$ cat config.mk
export PLATFORM = sky130hd
export DESIGN_NAME = iq_frame_tx
export DESIGN_NICKNAME = d
export VERILOG_FILES = /design/src/rtl/iq_tx_pkg.sv /design/src/rtl/iq_tx_buf.sv /design/src/rtl/iq_frame_tx.sv
export SDC_FILE = /design/constraint.sdc
export NUM_CORES = 1
export LEC_CHECK = 0
export BUFFER_PORTS_ARGS = -buffer_cell sky130_fd_sc_hd__buf_2
export CORE_MARGIN = 10
export CORE_UTILIZATION = 42
export CTS_CLUSTER_DIAMETER = 60
export CTS_CLUSTER_SIZE = 10
export DETAILED_ROUTE_END_ITERATION = 10
export PLACE_DENSITY = 0.67
export RECOVER_POWER = 25
export SLEW_MARGIN = 5
export SYNTH_ARGS = -nofsm -noshare
export SYNTH_HDL_FRONTEND = slang
export SYNTH_HIERARCHICAL = 1
export SYNTH_SLANG_ARGS = --single-unit
$ cat constraint.sdc
create_clock -name clk -period 3.4 [get_ports clk]
set_clock_uncertainty 0.2 [all_clocks]
set_input_delay 0 -clock clk [delete_from_list [all_inputs] [get_ports clk]]
set_output_delay 0 -clock clk [all_outputs]
set_load 0.01 [all_outputs]
$ cat src/rtl/iq_tx_pkg.sv
// Shared constants for the IQ frame transmitter: buffer geometry, packed-sample
// field layout and the FSM state encoding.
package iq_tx_pkg;

  localparam int DEPTH  = 16;
  localparam int AW     = 4;
  localparam int DATA_W = 12;
  localparam int WGT_W  = 4;
  localparam int WORD_W = 2 * DATA_W + 2 * WGT_W;

  // Packed sample, MSB to LSB: data_i, data_q, w_i, w_q
  localparam int DI_LSB = 2 * WGT_W + DATA_W;
  localparam int DQ_LSB = 2 * WGT_W;
  localparam int WI_LSB = WGT_W;
  localparam int WQ_LSB = 0;

  typedef enum logic [1:0] {
    IDLE = 2'd0,
    SEND = 2'd1,
    GAP  = 2'd2,
    DONE = 2'd3
  } state_e;

endpackage

$ cat src/rtl/iq_tx_buf.sv
// Frame sample buffer: DEPTH x WORD_W flop array with one synchronous write
// port and a combinational read port.
module iq_tx_buf #(
  parameter int DEPTH  = iq_tx_pkg::DEPTH,
  parameter int AW     = iq_tx_pkg::AW,
  parameter int WORD_W = iq_tx_pkg::WORD_W
) (
  input  logic              clk,
  input  logic              rstb,
  input  logic              wr_en,
  input  logic [AW-1:0]     wr_addr,
  input  logic [WORD_W-1:0] wr_data,
  input  logic [AW-1:0]     rd_addr,
  output logic [WORD_W-1:0] rd_data
);

  logic [WORD_W-1:0] mem_q [DEPTH];

  // NOTE: this array is deliberately reset; a frame sent right after reset must
  // read zeros, which is visible behaviour. Storage arrays normally skip reset.
  always_ff @(posedge clk or negedge rstb) begin
    if (!rstb) begin
      for (int i = 0; i < DEPTH; i++) mem_q[i] <= '0;
    end else if (wr_en) begin
      mem_q[wr_addr] <= wr_data;
    end
  end

  assign rd_data = mem_q[rd_addr];

endmodule

$ cat src/rtl/iq_frame_tx.sv
// Streams a stored frame of packed I/Q samples into the multiplier pipeline,
// with a programmable idle gap between samples and a done pulse at the end.
module iq_frame_tx #(
  parameter int DEPTH = iq_tx_pkg::DEPTH,
  parameter int AW    = iq_tx_pkg::AW
) (
  input  logic                                 clk,
  input  logic                                 rstb,
  input  logic                                 wr_en,
  input  logic [AW-1:0]                        wr_addr,
  input  logic [iq_tx_pkg::WORD_W-1:0]         wr_data,
  input  logic                                 start,
  input  logic [AW:0]                          len,
  input  logic [2:0]                           gap,
  output logic                                 busy,
  output logic signed [iq_tx_pkg::DATA_W-1:0]  in_data_i,
  output logic signed [iq_tx_pkg::DATA_W-1:0]  in_data_q,
  output logic signed [iq_tx_pkg::WGT_W-1:0]   in_w_i,
  output logic signed [iq_tx_pkg::WGT_W-1:0]   in_w_q,
  output logic                                 in_en,
  output logic                                 done
);

  localparam logic [AW:0] LEN_MAX = (AW+1)'(DEPTH);

  iq_tx_pkg::state_e state_q, state_d;
  logic [AW-1:0]  idx_q, idx_d;
  logic [AW:0]    len_q, len_d;
  logic [2:0]     gap_q, gap_d;
  logic [2:0]     gcnt_q, gcnt_d;
  logic           busy_q, in_en_q, done_q;
  logic [iq_tx_pkg::WORD_W-1:0] word_q, buf_rd, rd_word;
  logic           buf_we;

  assign buf_we = wr_en && !busy_q;

  iq_tx_buf #(.DEPTH(DEPTH), .AW(AW), .WORD_W(iq_tx_pkg::WORD_W)) u_buf (
    .clk     (clk),
    .rstb    (rstb),
    .wr_en   (buf_we),
    .wr_addr (wr_addr),
    .wr_data (wr_data),
    .rd_addr (idx_d),
    .rd_data (buf_rd)
  );

  // Outputs are loaded one edge ahead, so a write landing on the start edge
  // must be forwarded for the first sample to see it.
  assign rd_word = (buf_we && wr_addr == idx_d) ? wr_data : buf_rd;

  // NOTE: every signal written here gets a default first, so no path through
  // the case statement can leave it unassigned and infer a latch.
  always_comb begin
    state_d = state_q;
    idx_d   = idx_q;
    len_d   = len_q;
    gap_d   = gap_q;
    gcnt_d  = gcnt_q;
    unique case (state_q)
      iq_tx_pkg::IDLE: begin
        if (start && len != '0 && len <= LEN_MAX) begin
          len_d   = len;
          gap_d   = gap;
          idx_d   = '0;
          state_d = iq_tx_pkg::SEND;
        end
      end
      iq_tx_pkg::SEND: begin
        if ({1'b0, idx_q} == len_q - (AW+1)'(1)) begin
          state_d = iq_tx_pkg::DONE;
        end else begin
          idx_d = idx_q + AW'(1);
          if (gap_q != 3'd0) begin
            gcnt_d  = gap_q;
            state_d = iq_tx_pkg::GAP;
          end
        end
      end
      iq_tx_pkg::GAP: begin
        if (gcnt_q == 3'd1) begin
          gcnt_d  = 3'd0;
          state_d = iq_tx_pkg::SEND;
        end else begin
          gcnt_d = gcnt_q - 3'd1;
        end
      end
      iq_tx_pkg::DONE: state_d = iq_tx_pkg::IDLE;
      default:         state_d = iq_tx_pkg::IDLE;
    endcase
  end

  // NOTE: sequential state uses non-blocking assignments so every flop samples
  // the pre-edge values regardless of statement order.
  always_ff @(posedge clk or negedge rstb) begin
    if (!rstb) begin
      state_q <= iq_tx_pkg::IDLE;
      idx_q   <= '0;
      len_q   <= '0;
      gap_q   <= '0;
      gcnt_q  <= '0;
      busy_q  <= 1'b0;
      in_en_q <= 1'b0;
      done_q  <= 1'b0;
      word_q  <= '0;
    end else begin
      state_q <= state_d;
      idx_q   <= idx_d;
      len_q   <= len_d;
      gap_q   <= gap_d;
      gcnt_q  <= gcnt_d;
      busy_q  <= (state_d != iq_tx_pkg::IDLE);
      in_en_q <= (state_d == iq_tx_pkg::SEND);
      done_q  <= (state_d == iq_tx_pkg::DONE);
      word_q  <= (state_d == iq_tx_pkg::SEND) ? rd_word : '0;
    end
  end

  assign busy      = busy_q;
  assign in_en     = in_en_q;
  assign done      = done_q;
  assign in_data_i = word_q[iq_tx_pkg::DI_LSB +: iq_tx_pkg::DATA_W];
  assign in_data_q = word_q[iq_tx_pkg::DQ_LSB +: iq_tx_pkg::DATA_W];
  assign in_w_i    = word_q[iq_tx_pkg::WI_LSB +: iq_tx_pkg::WGT_W];
  assign in_w_q    = word_q[iq_tx_pkg::WQ_LSB +: iq_tx_pkg::WGT_W];

endmodule

Yosys cells after proc, flatten, opt, wreduce, memory -nomap -nowiden:

Index checks and enable logic that the tools add are counted.

* bits in latches: 0
* memories kept: 0
* output and inout port bits: 35
* input port bits: 48
* word-level logic and storage cells: 77
* flip-flop bits (word level): 564
* bits in writable memories: 0
* memory bits (read-only): 0

* bitwise logic cells: 2
* $lt $le $gt $ge: 4
* multipliers: 0
* add/sub/neg operators: 3
* shift-type cells: 0
* muxes and demuxes: 20
* eq/ne operators: 10
* divide/modulo/power cells: 0
* reduce and logical (&&, ||, !) cells: 13

Operators with widths (count)
* $bwmux W512: 1
* $mux W32: 5
* $bmux W32 S4: 1
* $demux W32 S4: 1
* $ge A5 B5 Y1 const B: 2
* $not A4 Y5: 2
* $mux W3: 3
* $mux W2: 4
* $mux W4: 2
* $pmux W2 S4: 1
* $pmux W4 S2: 1
* $eq A2 B2 Y1 const B: 3
* $pmux W3 S2: 1
* $eq A4 B5 Y1: 1
* $le A5 B5 Y1 const B: 1
* $logic_and A1 B1 Y1: 5
* $lt A5 B1 Y1 const B: 1
* $reduce_bool A5 Y1: 1
* $sub A5 B1 Y5 const B: 1
* $add A4 B1 Y4 const B: 1
* $eq A2 B1 Y1 const B: 2
* $eq A4 B4 Y1: 1
* $ne A2 B2 Y1 const B: 2
* $reduce_bool A2 Y1: 2
* 7 further kinds: 7

Depth between registers and ports, before layout:

Gate-level depths: netlist of the first run.

* word-level depth: 11
* mapped depth: 16
* gate-level depth less buffers: 14

By module:

Netlist of the first run, hierarchy kept.

Modules (own cells, without submodules)
* iq_tx_buf: cells each 1404, instances 1, area an instance 22774.3 um^2, sequential area each 12812.3 um^2
* iq_frame_tx: cells each 289, instances 1, area an instance 2763.9 um^2, sequential area each 1301.2 um^2

Worst setup path before layout of the first run:

No wires, ideal clock.

* path kind: register -> register
* from: register len_q[0]
* to: register word_q[0] (netlist name)
* buffers on the path: 2
* cell stages (with the launch flop): 14
* setup slack: -0.145 ns
* data required time: 3.061 ns
* library setup time: 0.139 ns
* arrival: 3.205 ns
* period minus slack after synthesis: 3.545 ns
* cells stage by stage: dfrtp_1 -> inv_1 -> ha_1 -> or3_4 -> a311o_2 -> a21oi_1 -> or2_2 -> buf_2 -> buf_2 -> mux4_2 -> a22oi_1 -> nand2_1 -> nand2_1 -> mux2i_1

* cells in the longest elaborated chain, start to end: 10
* elaborated cells on any way between the ends: 15
* classes of those cells: 1 x add/sub; 3 x eq/ne; 9 x mux; 1 x bitwise; 1 x reduce/logical

RTL lines
* start: declaration: RTL line iq_frame_tx.sv:28 `logic [AW:0] len_q, len_d;`
* start signal: assignment: RTL line iq_frame_tx.sv:108 `len_q <= len_d;`
* $sub A5 B1 Y5: RTL line iq_frame_tx.sv:69 `if ({1'b0, idx_q} == len_q - (AW+1)'(1)) begin`
* $eq A4 B5 Y1: RTL line iq_frame_tx.sv:69
* $mux W4: RTL line iq_frame_tx.sv:69
* $pmux W4 S2: RTL line iq_frame_tx.sv:59 `unique case (state_q)`
* via idx_d[0]: RTL line iq_frame_tx.sv:27 `logic [AW-1:0] idx_q, idx_d;`
* $not A4 Y5 (not written as such): RTL line iq_tx_buf.sv:29 `assign rd_data = mem_q[rd_addr];`
* $bmux W32 S4: RTL line iq_tx_buf.sv:29
* $mux W32 (not written as such) (2 in a row): RTL line iq_tx_buf.sv:29
* via buf_rd (one bit): RTL line iq_frame_tx.sv:32 `logic [iq_tx_pkg::WORD_W-1:0] word_q, buf_rd, rd_word;`
* $mux W32: RTL line iq_frame_tx.sv:49 `assign rd_word = (buf_we && wr_addr == idx_d) ? wr_data : buf_rd;`
* $mux W32: RTL line iq_frame_tx.sv:114 `word_q <= (state_d == iq_tx_pkg::SEND) ? rd_word : '0;`
* end signal: assignment: RTL line iq_frame_tx.sv:114
* end: declaration: RTL line iq_frame_tx.sv:32

The timed path passes the listed nets, and every way through them passes these cells. The select of a mux whose other input is x is not followed.
A chain may end at the register's enable or synchronous reset.

Worst setup path after layout of the first run:

* from: register len_q[1]
* to: register word_q[31] (netlist name)

Same word-level chain as after synthesis.

==> results of run 1 <==
[power by group]
part | internal (W) | leakage [nW] | switching, W
logic | 0.00656 | 5.21 | 0.00426
clock network | 0.00364 | 0.882 | 0.00257
registers | 0.00955 | 7.20 | 0.00145
total | 0.0197 | 13.3 | 0.00828
[stage by stage]
stage	setup TNS (ps)	cells	hold slack [ps]	cell area [µm²]
after global placement	-609.7	2526	-44.68	27840
after global routing	-2135	2686	49.06	30840
after CTS	0	2680	11.10	30610
final	-7.762	2687	25.23	30840
after detailed placement	-1694	2526	-29.53	27840
after floorplan	-746.3	1693	-495.6	25580
[worst paths after layout]
| path | from | end | slack (ps) | depth (start not counted) |
|---|---|---|---|---|
| worst max-delay path | len_q[1] | word_q[31] | -8 | 16 |
| worst min-delay path | len[0] | len_q[0] | 30 | 4 |
| worst max register to register | len_q[1] | word_q[31] | -8 | 16 |
| worst min register to register | u_buf/mem_q[454] | u_buf/mem_q[454] | 300 | 1 |
| max in group asynchronous | rstb | u_buf/mem_q[303] | 390 | 4 |
| min in group asynchronous | rstb | u_buf/mem_q[359] | 740 | 3 |
[what timing repair did]
action                     CTS  global route
gates resized for setup     30            55
setup buffers               19             8
hold buffers                57             0
pin swaps                    8            20
setup endpoints to repair   32            32
cloned                       4             3
hold endpoints to repair   979             0
[worst max-delay path: cells and delay by family (launching register included)]
kind                       cells  cell delay, ps
AOI/OAI and AO/OA              3             820
and+or+nand+nor                5             640
buffers and inverters          5             630
muxes                          2             430
DFF                            1             370
adders and majority gates      1             150
[state kept, by name, indices dropped and copies added (netlist names)]
signal / flops
gap_q: 3
in_en: 1
gcnt_q: 3
u_buf/mem_q: 512
word_q: 32
state_q: 2
done: 1
busy: 1
len_q: 5
idx_q: 4
[cell usage after synthesis, types with 5 or more instances]
master | n | area, µm²
sky130_fd_sc_hd__a21oi_1 | 10 | 50.05
sky130_fd_sc_hd__inv_1 | 6 | 22.52
sky130_fd_sc_hd__mux4_2 | 128 | 2883
sky130_fd_sc_hd__nor3_1 | 9 | 45.04
sky130_fd_sc_hd__nor2b_1 | 7 | 43.79
sky130_fd_sc_hd__nor2_1 | 17 | 63.81
sky130_fd_sc_hd__dfrtp_1 | 564 | 14110
sky130_fd_sc_hd__buf_2 | 68 | 340.3
sky130_fd_sc_hd__nand2b_1 | 7 | 43.79
sky130_fd_sc_hd__o21ai_0 | 11 | 55.05
sky130_fd_sc_hd__mux2_2 | 510 | 5743
sky130_fd_sc_hd__xor2_1 | 5 | 43.79
sky130_fd_sc_hd__mux2i_1 | 33 | 330.3
sky130_fd_sc_hd__a22oi_1 | 65 | 488.0
sky130_fd_sc_hd__nand2_1 | 127 | 476.7
sky130_fd_sc_hd__clkbuf_1 | 68 | 255.2
[per-layer routing]
metal  part of all wire (%)  wire, µm
met5                      0         0
met4                    2.6      1732
met3                    4.7      3140
met2                     50     33180
met1                     42     28100
[kinds of logic after synthesis]
logic type | share of synthesized area, %
xor gates and xnor gates | 0.2401
muxes | 35.20
buffers and inverters | 2.675
AOI/OAI and AO/OA | 2.905
and+or+nand+nor | 3.518
adders and majority gates | 0.1960
DFF | 55.26
[area by class of cell]
class	count	area, µm²
diodes	1	2.502
clock buffers	72	1769
clock inverters	2	21.27
fillers	4867	29400
inverters	6	22.52
multi-input cells	981	11170
flip-flops and latches	564	14110
well taps	782	978.4
repair buffers	279	2761
==> flow_metrics.py, run 1 <==
metrics = {
    "status": {
        "result_of_the_run": "finished, violations left",
        "violations": "max-capacitance violations, max-slew violations, negative setup slack",
    },
    "place": {
        "dp.final_hpwl_mm": 37.63,
        "numPortBuffers": 82,
        "finalWeightedCongestion": 0.7473,
        "placement.setup.worst_slack_ps": -110.5,
    },
    "floorplanning": {
        "io-pin-count": 83,
        "placeableCoreArea_mm2": 0.06025,
        "dieArea_mm2": 0.07107,
        "start_util_pct": 42.39,
        "dieWidth_um": 266.6,
        "chipHeight_um": 266.6,
        "fp-row-count": 90,
    },
    "yosys": {
        "syn-mean-instance-area_um2": 15.08,
        "synth_top_flop_cell": "sky130_fd_sc_hd__dfrtp_1",
        "ys_warn_count": 6,
        "share_of_the_yosys_chip_area_belonging_to_registers_pct": 55.26,
        "async_reset_ff_share_pct": 100.0,
        "synth_enable_flop_cells": 0,
        "post_synth_inst_count": 1693,
        "mappedNetlistArea_mm2": 0.02554,
        "ys_types": 54,
        "synthesis.nets": 1745,
        "synth.ff_latch_count": 564,
    },
    "global_route": {
        "grt_met3_usage_pct": 2.899,
        "initial_antenna_violation_count": 1,
        "grt_util_met1_pct": 24.15,
        "global_route.overflow_total": 0,
        "first_pass_grt_wire_length_mm": 103.1,
        "global_route.usage.met2_pct": 31.97,
        "globalRoute.busiestLayer": "met2",
        "first_global_vias": 16840,
        "largest_net_degree_at_the_start_of_global_routing": 112,
        "grt.total_usage_pct": 18.80,
    },
    "cells_and_area": {
        "layout_commonest_cell": "sky130_fd_sc_hd__dfrtp_1",
        "net_count_reported_at_finish": 1950,
        "final_layout_size_suffix_gt1_share_pct": 51.68,
        "area_delta_synth_final_pct": 20.77,
        "mostFrequentLayoutCells": "sky130_fd_sc_hd__dfrtp_1 (564), sky130_fd_sc_hd__mux2_2 (510), sky130_fd_sc_hd__mux4_2 (128)",
        "final_core_utilization_pct": 51.19,
    },
    "clock_network": {
        "htree_num_levels": 3,
        "cts.reportedPaths.clkPinSlew_ps": 50,
        "cts_tree": "built",
        "clk_path_buf_depth": 3,
        "worstSkewPairLatency_ps": 590,
        "clock_sinks": 564,
        "clock-root-buffer": "sky130_fd_sc_hd__clkbuf_16",
        "cts_buffers": 66,
    },
    "routing": {
        "drc": 0,
        "post_drt_wl_per_cell_um": 24.62,
        "ant_nets": 0,
        "detail_route.iter0.violations": 962,
        "route.final.wire_length_mm": 66.16,
        "drtPass1Iterations": 5,
        "dr_total_vias": 15380,
        "routed_via_density": 5.724,
    },
    "sta": {
        "fin_crit_sh_pct": 100.2,
        "report.final.setup_viol": 1,
        "slew_viol_final": 108,
        "pnr_worst_setup_slack_ps": -7.762,
        "worst-slew-pin-transition_ps": 1721,
        "period_needed_ps": 3408,
        "grt_setup_unrepaired": "yes",
        "relSlewSlack_pct": -14.76,
        "max_freq_mhz": 293.4,
        "hold_violations": 0,
    },
    "hold_path": {
        "hold_class": "in -> reg",
    },
    "power_and_ir_drop": {
        "max-vdd-ir-drop_mv": 0.4025,
        "static-leakage-power_nw": 13.29,
        "power_per_cell_area_mw_per_mm2": 908.6,
        "power_total_w": 0.02802,
    },
    "worst_setup_path": {
        "crit_path_cell_trace": "inv_2 > ha_4 > or3_4 > a311o_2 > buf_6 > nand2_4 > nand2_4 > a21oi_4 > buf_12 > buf_12 > buf_4 > mux4_2 > a22oi_2 > nand2_1 > nand2_1 > mux2i_2",
        "crit_path_max_cell_delay_ps": 440,
        "crit_arrival_ps": 3620,
        "timing.critical_path.to_type": "flip-flop",
        "critPathLaunchType": "flip-flop",
        "crit_fanout": 6,
        "critical-path-slowest-cell": "sky130_fd_sc_hd__a311o_2",
        "criticalPathCategory": "reg -> reg",
        "crit_required_ps": 3610,
    },
    "run": {
        "maxCapViolCount": 1,
    },
}
(Power assumes the default switching activity.)
==> inputs of run 2 (changes only) <==
- SYNTH_HIERARCHICAL: 1 -> default
==> flow_metrics.py, run 2 <==
metrics = {
    "status": {
        "result_of_the_run": "finished, violations left",
        "violations": "max-capacitance violations, max-slew violations, negative setup slack",
    },
    "sta": {
        "period_needed_ps": 3522,
        "grt_setup_unrepaired": "yes",
        "relSlewSlack_pct": -6.118,
        "pnr_worst_setup_slack_ps": -121.6,
        "hold_violations": 0,
        "slew_viol_final": 97,
        "max_freq_mhz": 284.0,
        "final.setup.tns_ps": -2391,
        "fin_crit_sh_pct": 103.6,
        "worst-slew-pin-transition_ps": 1592,
        "report.final.setup_viol": 31,
    },
    "worst_setup_path": {
        "timing.critical_path.to_type": "flip-flop",
        "crit_required_ps": 3730,
        "worst_r2r_path_depth": 14,
        "crit_path_max_cell_delay_ps": 510,
        "critical-path-slowest-cell": "sky130_fd_sc_hd__mux4_2",
        "path_depth": 14,
        "category_of_cells_accounting_for_the_largest_share_of_critical_path_delay": "compound AO/OA/AOI/OAI gates",
        "crit_arrival_ps": 3850,
        "crit_path_cell_trace": "inv_2 > ha_4 > xnor2_4 > or2_4 > a211oi_4 > nor3_2 > mux4_2 > a311oi_4 > buf_4 > o31a_4 > buf_12 > buf_8 > o31ai_1 > o2bb2ai_1",
        "criticalPathCategory": "reg -> reg",
        "path_buf_inv": 4,
        "regToRegStartpoint": "len_q[0]",
        "critPathLaunchType": "flip-flop",
        "startpoint": "len_q[0]",
        "crit_fanout": 7,
    },
    "global_route": {
        "initial_antenna_violation_count": 0,
        "global_route.overflow_total": 0,
        "first_global_vias": 21080,
        "largest_net_degree_at_the_start_of_global_routing": 100,
        "first_pass_grt_wire_length_mm": 124.3,
        "grt.total_usage_pct": 21.08,
    },
    "power_and_ir_drop": {
        "clock_power_share_pct": 20.6,
        "comb_power_share_pct": 44.3,
        "max-vdd-ir-drop_mv": 0.5900,
        "static-leakage-power_nw": 13.91,
        "net_switching_power_figure_w": 0.01150,
        "power_per_cell_area_mw_per_mm2": 946.3,
        "p_sw_share_pct": 37.88,
        "p_seq_share_pct": 35.1,
        "intPower_w": 0.01887,
    },
    "clock_network": {
        "clock-root-buffer": "sky130_fd_sc_hd__clkbuf_16",
        "cts_tree": "built",
        "htree_num_levels": 3,
        "clk_path_buf_depth": 3,
        "clock_sinks": 564,
        "worstSkewPairLatency_ps": 600,
        "cts.reportedPaths.clkPinSlew_ps": 60,
        "cts_buffers": 66,
    },
    "yosys": {
        "synth_enable_flop_cells": 0,
        "synthesis.nets": 2255,
        "ys_warn_count": 0,
        "syn-mean-instance-area_um2": 12.16,
        "async_reset_ff_share_pct": 100.0,
        "mappedNetlistArea_mm2": 0.02680,
        "synth_largest_area_cell": "sky130_fd_sc_hd__dfrtp_1",
        "post_synth_inst_count": 2203,
        "share_of_the_yosys_chip_area_belonging_to_registers_pct": 52.67,
        "synth.ff_latch_count": 564,
        "post-synth-top-area-fraction_pct": 52.67,
        "ys_types": 70,
        "synth_top_flop_cell": "sky130_fd_sc_hd__dfrtp_1",
        "synth.cells.most_frequent": "sky130_fd_sc_hd__dfrtp_1 (564), sky130_fd_sc_hd__mux2_2 (513), sky130_fd_sc_hd__nand2_1 (170)",
        "library_cell_with_the_highest_instance_count_after_synthesis": "sky130_fd_sc_hd__dfrtp_1",
        "synth_area_leaders": "sky130_fd_sc_hd__dfrtp_1 (53%), sky130_fd_sc_hd__mux2_2 (22%), sky130_fd_sc_hd__a221oi_1 (5.3%)",
    },
    "routing": {
        "routed_via_density": 6.283,
        "ant_nets": 0,
        "drc": 0,
        "drtPass1Iterations": 5,
        "post_drt_wl_per_cell_um": 24.87,
        "dr_total_vias": 20230,
        "route.final.wire_length_mm": 80.09,
        "detail_route.iter0.violations": 1868,
    },
    "floorplanning": {
        "chipHeight_um": 272.6,
        "io-pin-count": 83,
        "fp-row-count": 92,
        "dieArea_mm2": 0.07431,
        "start_util_pct": 42.48,
        "placeableCoreArea_mm2": 0.06308,
        "dieWidth_um": 272.6,
    },
    "cells_and_area": {
        "mostFrequentLayoutCells": "sky130_fd_sc_hd__dfrtp_1 (563), sky130_fd_sc_hd__mux2_2 (513), sky130_fd_sc_hd__a221oi_1 (162)",
        "flip_flop_count_of_the_largest_register_after_layout": 512,
        "reg_top3": "u_buf.mem_q: 512 flops, word_q: 32 flops, len_q: 5 flops",
        "largest_register": "u_buf.mem_q",
        "layout_commonest_cell": "sky130_fd_sc_hd__dfrtp_1",
        "layout.filler_cells": 5414,
        "final_layout_size_suffix_gt1_share_pct": 37.53,
        "n_antenna_cell": 0,
        "area_delta_synth_final_pct": 19.76,
        "net_count_reported_at_finish": 2417,
        "area_of_all_placed_cells_without_fillers_mm2": 0.03209,
    },
    "place": {
        "dp.final_hpwl_mm": 47.30,
        "numPortBuffers": 82,
        "finalWeightedCongestion": 0.8213,
        "post_placement_cell_area_mm2": 0.02904,
    },
    "run": {
        "maxCapViolCount": 1,
    },
    "hold_path": {
        "min-delay-start": "wr_en",
        "hold_class": "in -> reg",
        "min_delay_path_depth": 5,
    },
}
-- run 2: cells by family (layout without fill, tap and decap cells) --
family                     count (synthesis)  in the layout  share of synthesized area, %
xor gates and xnor gates                   9              9                        0.3222
AOI/OAI and AO/OA                        527            528                         14.88
muxes                                    562            562                         23.43
adders and majority gates                  4              4                        0.1868
DFF                                      564            564                         52.67
buffers and inverters                    227            397                         3.469
and+or+nand+nor                          310            310                         5.047
-- run 2: metrics by stage --
step | cells | power [W] | hold slack (ps) | util, % | setup WS (ps)
after floorplan | 2203 | 0.01834 | -495.6 | - | 226.4
after CTS | 3217 | 0.02976 | 41.93 | 50.39 | 2.143
after global placement | 3058 | 0.02251 | -57.92 | 46.04 | -225.4
final | 3220 | 0.03037 | 63.96 | 50.88 | -121.6
after detailed placement | 3058 | 0.02303 | -44.29 | 46.04 | -325.9
after global routing | 3220 | 0.03198 | 76.20 | 50.88 | -226.8
-- run 2: cell type report --
cell class / count / area [µm²] / share of cell area (%)
Sequential cell: 564 / 14110 / 43.98
Multi-Input combinational cell: 1413 / 12280 / 38.27
Timing Repair Buffer: 307 / 2803 / 8.733
Clock buffer: 72 / 1715 / 5.345
Tap cell: 846 / 1059 / 3.298
Clock inverter: 5 / 70.07 / 0.2183
Inverter: 13 / 50.05 / 0.1559
-- run 2: path summary, 6_finish.rpt --
path,slack (ps),endpoint
max,-120,word_q[24]
min,60,u_buf.mem_q[118]
max reg2reg,-120,word_q[24]
min reg2reg,300,u_buf.mem_q[255]
max in group asynchronous,390,u_buf.mem_q[8]
min in group asynchronous,730,gap_q[0]
-- run 2: metal layers --
metal	vias to the layer above	share of wire, %	GRT usage [%]
li1	8680	-	-
met2	744	48	34.63
met5	-	0	0
met1	10650	43	27.32
met3	163	5.8	3.590
met4	0	3.2	8.640
-- run 2: worst register-to-register path, delay by kind of cell, from the launching register on --
| family | cells | cell delay [ps] |
|---|---|---|
| simple gates | 2 | 350 |
| flops | 1 | 390 |
| xor+xnor | 1 | 140 |
| buf+inv | 4 | 570 |
| compound gates | 5 | 1070 |
| mux | 1 | 510 |
| fa+ha+maj | 1 | 220 |
-- run 2: what timing repair did --
action / CTS / global route
gates resized for setup: 24 / 66
gates cloned: 2 / 2
hold buffers: 70 / 0
endpoints found under the setup margin: 32 / 32
hold endpoints to repair: 1083 / 0
buffers inserted: 10 / 3
pin swaps: 13 / 13
-- run 2: power by group through the flow --
stage	Combinational (W)	Clock, W	Sequential, W
after floorplan	0.00810	0	0.0102
after global placement	0.0120	0	0.0105
after detailed placement	0.0124	0	0.0107
after CTS	0.0128	0.00634	0.0106
after global routing	0.0145	0.00662	0.0109
final	0.0135	0.00625	0.0107
